## src/rtl/dl_bank_scheduler.sv

```systemverilog
// Ping-pong bank scheduler for the downlink frame RAM: allocates one of two
// banks per frame, queues completed frames oldest-first, reclaims on read/timeout/clear.
module dl_bank_scheduler #(
  parameter int DEPTH_LOG2 = 6,
  parameter int TIMEOUT    = 20000,
  parameter int CNT_W      = 8
) (
  input  logic                  Clk10MHz,
  input  logic                  Rst,
  input  logic                  DlDataRevEnable,
  input  logic                  wr_start,
  input  logic                  wr_word_en,
  input  logic                  wr_done,
  output logic                  wr_grant,
  output logic [DEPTH_LOG2:0]   wr_addr,
  output logic                  wr_en,
  output logic                  wr_drop,
  output logic                  rd_valid,
  output logic                  rd_bank,
  output logic [DEPTH_LOG2:0]   rd_len,
  input  logic                  rd_ready,
  input  logic                  rd_done,
  output logic                  timeout_pulse,
  output logic [CNT_W-1:0]      drop_cnt
);
  localparam int AW = DEPTH_LOG2 + 1;
  localparam int TW = $clog2(TIMEOUT + 1);

  typedef enum logic [1:0] {FREE, WRITING, FULL, READING} bst_t;

  bst_t          bst   [2];
  bst_t          n_bst [2];
  logic [AW-1:0] len   [2];
  logic [AW-1:0] n_len [2];
  logic          q0, q1, n_q0, n_q1;
  logic [1:0]    qcnt, n_qcnt;
  logic          bank, n_bank, last, n_last, ovf, n_ovf, n_grant;
  logic [AW-1:0] idx, n_idx, len_w;
  logic [TW-1:0] timer, n_timer;
  logic          ev_drop, ev_to, pick, n_rd_valid;
  logic          clr;

  assign clr     = Rst | ~DlDataRevEnable;
  assign wr_en   = wr_word_en & wr_grant & ~idx[DEPTH_LOG2];
  assign wr_addr = wr_grant ? {bank, idx[DEPTH_LOG2-1:0]} : '0;

  always_comb begin
    n_bst   = bst;
    n_len   = len;
    n_q0    = q0;
    n_q1    = q1;
    n_qcnt  = qcnt;
    n_grant = wr_grant;
    n_bank  = bank;
    n_idx   = idx;
    n_ovf   = ovf;
    n_last  = last;
    ev_drop = 1'b0;
    ev_to   = 1'b0;
    pick    = 1'b0;
    len_w   = '0;

    if (rd_done)
      for (int b = 0; b < 2; b++)
        if (bst[b] == READING) n_bst[b] = FREE;

    if (rd_valid && rd_ready) begin
      n_bst[rd_bank] = READING;
      n_q0   = q1;
      n_qcnt = qcnt - 2'd1;
    end

    if (wr_grant) begin
      if (wr_done) begin
        // A word arriving alongside wr_done still belongs to the frame.
        len_w = wr_en ? idx + 1'b1 : idx;
        if (len_w != '0) begin
          n_bst[bank] = FULL;
          n_len[bank] = len_w;
          if (n_qcnt == 2'd0) n_q0 = bank;
          else                n_q1 = bank;
          n_qcnt = n_qcnt + 2'd1;
        end else begin
          n_bst[bank] = FREE;
        end
        n_grant = 1'b0;
      end else if (!wr_start && !wr_word_en && timer == TW'(TIMEOUT - 1)) begin
        n_bst[bank] = FREE;
        n_grant     = 1'b0;
        ev_to       = 1'b1;
      end else if (wr_en) begin
        n_idx = idx + 1'b1;
      end else if (wr_word_en && !ovf) begin
        ev_drop = 1'b1;
        n_ovf   = 1'b1;
      end
    end

    if (wr_start) begin
      if (n_grant) begin
        n_idx = '0;
        n_ovf = 1'b0;
      end else if (n_bst[0] == FREE || n_bst[1] == FREE) begin
        if (n_bst[0] == FREE && n_bst[1] == FREE) pick = ~last;
        else                                      pick = (n_bst[0] == FREE) ? 1'b0 : 1'b1;
        n_bst[pick] = WRITING;
        n_grant = 1'b1;
        n_bank  = pick;
        n_idx   = '0;
        n_ovf   = 1'b0;
        n_last  = pick;
      end else begin
        ev_drop = 1'b1;
      end
    end

    n_timer = (n_grant && !wr_start && !wr_word_en) ? timer + 1'b1 : '0;

    // Only one bank may be in the reader at a time.
    n_rd_valid = (n_qcnt != 2'd0) && (n_bst[n_q0] == FULL) &&
                 (n_bst[0] != READING) && (n_bst[1] != READING);
  end

  always_ff @(posedge Clk10MHz) begin
    if (clr) begin
      bst[0]        <= FREE;
      bst[1]        <= FREE;
      len[0]        <= '0;
      len[1]        <= '0;
      q0            <= 1'b0;
      q1            <= 1'b0;
      qcnt          <= 2'd0;
      wr_grant      <= 1'b0;
      bank          <= 1'b0;
      idx           <= '0;
      ovf           <= 1'b0;
      last          <= 1'b1;
      timer         <= '0;
      wr_drop       <= 1'b0;
      timeout_pulse <= 1'b0;
      drop_cnt      <= '0;
      rd_valid      <= 1'b0;
      rd_bank       <= 1'b0;
      rd_len        <= '0;
    end else begin
      bst           <= n_bst;
      len           <= n_len;
      q0            <= n_q0;
      q1            <= n_q1;
      qcnt          <= n_qcnt;
      wr_grant      <= n_grant;
      bank          <= n_bank;
      idx           <= n_idx;
      ovf           <= n_ovf;
      last          <= n_last;
      timer         <= n_timer;
      wr_drop       <= ev_drop;
      timeout_pulse <= ev_to;
      if (ev_drop && drop_cnt != '1) drop_cnt <= drop_cnt + 1'b1;
      rd_valid      <= n_rd_valid;
      rd_bank       <= n_rd_valid ? n_q0 : 1'b0;
      rd_len        <= n_rd_valid ? n_len[n_q0] : '0;
    end
  end
endmodule

```

## config.mk

```make
export PLATFORM = sky130hd
export DESIGN_NAME = dl_bank_scheduler
export DESIGN_NICKNAME = d
export VERILOG_FILES = /design/src/rtl/dl_bank_scheduler.sv
export SDC_FILE = /design/constraint.sdc
export NUM_CORES = 1
export LEC_CHECK = 0
export ABC_AREA = 1
export CORE_MARGIN = 5
export CORE_UTILIZATION = 35
export DETAILED_ROUTE_END_ITERATION = 10
export MAX_ROUTING_LAYER = met4
export SLEW_MARGIN = 20
export SYNTH_ARGS = -nofsm -noshare
export SYNTH_HDL_FRONTEND = slang
export SYNTH_SLANG_ARGS = --single-unit
```

## constraint.sdc

```tcl
create_clock -name Clk10MHz -period 3.8 [get_ports Clk10MHz]
set_clock_uncertainty 0.1 [all_clocks]
set_input_delay 0.38 -clock Clk10MHz [delete_from_list [all_inputs] [get_ports Clk10MHz]]
set_output_delay 0.38 -clock Clk10MHz [all_outputs]
set_load 0.02 [all_outputs]
```

=== After elaboration in Yosys (flattened, before gate mapping) ===
Cells that the tools add are included.

* $add $sub $neg: 5
* $lt $le $gt $ge: 7
* Eq/ne operators: 7
* Multiplexer cells: 74
* Bitwise gates (word level): 24
* Reductions and logical operators: 28

{| class="wikitable"
|+ Operator list
! operator !! count
|-
| $mux W7 || 12
|-
| $mux W14 || 3
|-
| $mux W4 || 9
|-
| $mux W1 || 33
|-
| $mux W2 || 12
|-
| $add A15 B1 Y15 const B || 1
|-
| $eq A15 B15 Y1 const B || 1
|-
| $bwmux W14 || 1
|-
| $logic_and A1 B1 Y1 || 14
|-
| $add A8 B1 Y8 const B || 1
|-
| $ge A2 B2 Y1 const B || 4
|-
| $ne A8 B8 Y1 const B || 1
|-
| $not A1 Y1 || 8
|-
| $not A1 Y2 || 4
|-
| $add A7 B1 Y7 const B || 1
|-
| $demux W7 S1 || 1
|-
| $reduce_bool A7 Y1 || 1
|-
| $demux W2 S1 || 3
|-
| $eq A2 B2 Y1 const B || 3
|-
| $logic_not A2 Y1 || 3
|-
| $lt A2 B1 Y1 const B || 3
|-
| $and A2 B2 Y2 || 2
|-
| $and A4 B4 Y4 || 1
|-
| $ne A2 B2 Y1 const B || 2
|-
| other kinds (15) || 21
|}

* Register bits: 67
* Input bits: 8
* Output and inout port bits: 28
* Word-level logic and storage cells: 164

=== Longest topological paths before layout ===
* Depth after elaboration: 36
* Depth in mapped cells: 20
* Mapped depth without buffers: 20

=== Worst setup path after synthesis ===
Ideal clock, no wire load.

* Path type: reg2reg
* Start point: reg wr_grant
* End point: reg rd_bank
* Library setup time: 0.114 ns
* Arrival time: 2.067 ns
* Required time: 3.586 ns
* Path slack: 1.519 ns
* Stages on the path, launching flop included: 16
* Buffers on the path: 0
* Period minus slack after synthesis: 2.281 ns
* Cell sequence: dfxtp_1 nand2_2 nor2_8 nand3_2 nand2_2 nand2_2 nor2_4 nand2_4 nand3_4 nand3_4 o21bai_1 nand2_2 nand2_1 nand2_1 nand2_4 nor2_2

* Word-level cells in the longest chain between the ends: 32
* Elaborated cells between the ends (all ways): 48
* Those cells by class: order compare (2); eq/ne (3); mux (24); bitwise (8); reduce/logical (11)

{| class="wikitable"
|+ RTL lines
! item !! line !! text
|-
| start: declaration || 14 || <nowiki>output logic wr_grant,</nowiki>
|-
| start signal: assignment || 151 || <nowiki>wr_grant <= n_grant;</nowiki>
|-
| $and A1 B1 Y1 * (2 in series) || 44 || <nowiki>assign wr_en = wr_word_en & wr_grant & ~idx[DEPTH_LOG2];</nowiki>
|-
| named net wr_en || 16 || <nowiki>output logic wr_en,</nowiki>
|-
| $mux W7 * || 76 || <nowiki>len_w = wr_en ? idx + 1'b1 : idx;</nowiki>
|-
| $reduce_bool A7 Y1 * || 77 || <nowiki>if (len_w != '0) begin</nowiki>
|-
| $mux W4 || 77 ||
|-
| $mux W4 || 74 || <nowiki>if (wr_done) begin</nowiki>
|-
| $mux W4 || 73 || <nowiki>if (wr_grant) begin</nowiki>
|-
| $logic_not A2 Y1, on equally long branches || 103, 104, 105 ||
|-
| [13 not listed] || -- ||
|-
| $mux W4 || 100 || <nowiki>if (n_grant) begin</nowiki>
|-
| $mux W4 || 99 || <nowiki>if (wr_start) begin</nowiki>
|-
| $mux W2 (not written as such) (3 in series) || 120 || <nowiki>n_rd_valid = (n_qcnt != 2'd0) && (n_bst[n_q0] == FULL) &&</nowiki>
|-
| $eq A2 B2 Y1 || 120 ||
|-
| $logic_and A1 B1 Y1 (2 in series) || 120 ||
|-
| $logic_and A1 B1 Y1 || 121 || <nowiki>(n_bst[0] != READING) && (n_bst[1] != READING);</nowiki>
|-
| $not A1 Y1 (no source line) || -- ||
|-
| $reduce_or A2 Y1 (no source line) || -- ||
|-
| end signal: assignment || 161 || <nowiki>rd_bank <= n_rd_valid ? n_q0 : 1'b0;</nowiki>
|-
| end: declaration || 19 || <nowiki>output logic rd_bank,</nowiki>
|}

Mark *: on every way through the listed nets, which the timed path passes. The rest lies on a longest branch. The select of a mux whose other input is x is not followed.
A chain may end at the register's enable or synchronous reset.

=== Worst setup path in the final report ===
* Start point: reg wr_grant
* End point: reg rd_bank

* Word-level cells in the longest chain between the ends: 32
* Elaborated cells between the ends (all ways): 48
* Those cells by class: order compare (2); eq/ne (3); mux (24); bitwise (8); reduce/logical (11)

{| class="wikitable"
|+ RTL lines
! item !! line
|-
| $and A1 B1 Y1 (2 in series) || 44
|-
| $mux W7 || 76
|-
| $reduce_bool A7 Y1 || 77
|-
| $mux W4 || 77
|-
| $mux W4 || 74
|-
| $mux W4 || 73
|-
| $logic_not A2 Y1, on equally long branches || 103, 104, 105
|-
| $mux W1 / $logic_and A1 B1 Y1 (equally long branches) || 105, 104
|-
| [12 not listed] || --
|-
| $mux W4 || 100
|-
| $mux W4 || 99
|-
| $mux W2 (not written as such) (3 in series) || 120
|-
| $eq A2 B2 Y1 || 120
|-
| $logic_and A1 B1 Y1 (2 in series) || 120
|-
| $logic_and A1 B1 Y1 || 121
|-
| $not A1 Y1 (no source line) || --
|-
| $reduce_or A2 Y1 (no source line) || --
|}

Parallel ways exist; a longest one is shown, timed or not. The select of a mux whose other input is x is not followed.

==> out/qor.csv <==
metric,value,unit
status,"finished, final reports clean",
synth_xor_area_share,2.10,%
fin_crit,2.75,ns
first_pass_iters,4,
holdWs,0.354,ns
grt_pass1_wl,12.6,mm
yosysWarningCount,0,
pin_count,36,
syn_area,0.00334,mm^2
port_buffers,35,
cts.sinks,67,
crit_fanout,18,
wl,7.31,mm
cts_made_buffers,9,
p_per_area,335,mW/mm^2
wire_per_inst,11.4,um
core_area,0.00928,mm^2
antenna_left,0,
die_w,108,um
dp_slack,0.811,ns
drcViolationCount,0,
fin_tns_setup,0,ns
clkPwrFrac,43.1,%
cts_tree,done,
std_cell_rows,35,
synthArstFlopShare,0,%
post_cts_buffers,0,
synthAdderAreaFrac,1.50,%
slew-limit-headroom,58.6,%
synth_top_flop_cell,dfxtp_1,
drt_iter0_markers,125,
period_share,72.3,%
overflow,0,
slew_violations,0,
drv_cap,0,
critPathArrivalTime,2.87,ns
grt_max_degree,32,
syn_avg_cell_area,7.16,um^2
setup_viol,0,
power_switching,319,uW
vias,2913,
fmax,0.364,GHz
rsz0062_at_grt,false,
cp-end-kind,register,
power_frac_seq,52.8,%
synth_top_family_by_area,simple AND/OR/NAND/NOR gates,
synth_compound_area_share,11.2,%
cts_root_buf,clkbuf_8,
cp.required,3.92,ns
min_path_type,register to register,
finalNonFillerCells,638,
clk_latency,0.34,ns
cts-resized-gates,0,
vias_per_cell,4.57,
critPathLaunchType,register,
synth_simple_gate_area_share,35.0,%
synthCells,466,
max_slew.worst_pin.slew,0.621,ns
antenna_cells,0,
ys_types,41,
synthesis.nets,478,
drive_gt1_share,12.8,%
leakagePower,0.00151,uW
area_delta_synth_final,20.1,%
netSwitchingFraction,23.8,%
finalWorstSetupSlack,1.05,ns
cts.htree.levels,3,
grt_pass1_vias,2759,
ys_seq_area_share,40.2,%
peakVddDrop,0.134,mV
ys_seq_elements,67,
dp_hpwl,5.39,mm
die_y,108,um
synth_edf_count,0,
fin_nets,517,
grt_usage,13.9,%
postCtsHoldBufs,0,
start_util,35.9,%
crit_type,register to register,
hold_viol,0,
comb_power_share,4.2,%
place.gp.congestion,0.823,
synth_mux_area_share,0.637,%
clk_pin_slew,0.08,ns
antenna_found_initial,0,
internal_power,1020,uW
dieArea,0.0116,mm^2
clockBufferDepth,2,
place_inst,623,
-- metal layers --
metal	wire [um]	up-vias	GRT usage, %
li1	-	1551	-
met5	0	-	-
met1	3680	1298	17.9
met2	3270	56	20.9
met4	66	0	4.15
met3	289	8	4.20
-- registers in the layout, indices dropped and copies added, names as in the netlist, 2 cells and up --
signal,cells
rd_len,7
timer,15
idx,7
bst,4
len,14
drop_cnt,8
qcnt,2
-- worst max-delay path, stage by stage, from the launching register on --
cell	delay (ns)
dfxtp_1	0.72
nand2_2	0.19
nor2_8	0.21
nand2_2	0.08
nand2_1	0.08
nand2_1	0.09
nand2_2	0.10
nor2_4	0.04
nand2_4	0.10
nand3_2	0.10
o21ai_4	0.35
nand2_1	0.08
o21ai_1	0.10
nor2_2	0.07
nand2_4	0.15
nor2_2	0.04
-- through the flow --
stage	power (uW)	util, %	instance area, um^2
after floorplan	759	-	3340
final	1340	43.2	4010
after detailed placement	781	41.1	3820
after global routing	1400	43.2	4010
after global placement	781	41.1	3820
after CTS	1360	43.2	4010
-- cells in the final DEF, fill, tap and decap left out, drive strengths merged --
cell type	count
a211oi	3
nor4	1
nand4	5
clkdlybuf4s50	35
inv	71
dfxtp	67
nor3b	4
and3	1
clkinv	3
ha	4
nor2	63
nand2	121
o21bai	2
mux2i	1
clkinvlp	2
xnor2	3
buf	2
a21oi	24
or2	3
nor4b	1
nor3	8
nand3	33
nand3b	1
bufinv	1
o21ai	30
xor2	5
mux2	1
o21a	4
o22ai	1
clkbuf	9
-- final timing paths --
kind              cells past startpoint  slack, ns                start                  end
setup reg to reg                     15       1.05  wr_grant$_SDFF_PP0_   rd_bank$_SDFF_PP0_
setup / recovery                     15       1.05  wr_grant$_SDFF_PP0_   rd_bank$_SDFF_PP0_
hold reg to reg                       1       0.35  timer[0]$_SDFF_PP0_  timer[0]$_SDFF_PP0_
hold / removal                        1       0.35  timer[0]$_SDFF_PP0_  timer[0]$_SDFF_PP0_
-- synth_stat cells (3+ instances only) --
library cell | number | area [um^2]
nand2_2 | 11 | 68.8
ha_1 | 4 | 50.1
o21ai_0 | 22 | 110
inv_2 | 6 | 22.5
nand3_2 | 3 | 30.0
nor3_1 | 8 | 40.0
nand3_1 | 26 | 130
nand2_1 | 108 | 405
o21ai_1 | 5 | 25.0
clkbuf_1 | 5 | 18.8
nand3_4 | 4 | 70.1
nor3b_1 | 4 | 30.0
nand4_1 | 4 | 25.0
dfxtp_1 | 67 | 1340
a21oi_1 | 24 | 120
xor2_1 | 5 | 43.8
xnor2_1 | 3 | 26.3
o21a_1 | 4 | 30.0
inv_1 | 65 | 244
nor2_1 | 51 | 191
nor2_2 | 10 | 62.6
or2_2 | 3 | 18.8
-- power groups by stage --
stage	Combinational (uW)	Sequential [uW]	Clock [uW]
2_1_floorplan	34.6	724	0
3_3_place_gp	55.4	725	0
3_5_place_dp	56.0	725	0
4_1_cts	56.3	709	598
5_1_grt	62.0	709	629
6_report	55.8	709	579
-- cell type report --
class                      instances  area (um^2)
fill                             978         5280
tap                              129          161
multi-input combinational        319         1680
timing repair buffer              37          365
inverter                          71          267
clock buffer                       9          124
sequential                        67         1340
clock inverter                     6         67.6
-- cells by family (layout without fill, tap and decap cells) --
logic type	count (synthesis)	count (layout)
compound gates	64	64
flops	67	67
buf+inv	80	123
fa+ha+maj	4	4
simple gates	241	241
mux	2	2
xor+xnor	8	8
Note: power is estimated with default switching activity, not from simulation.
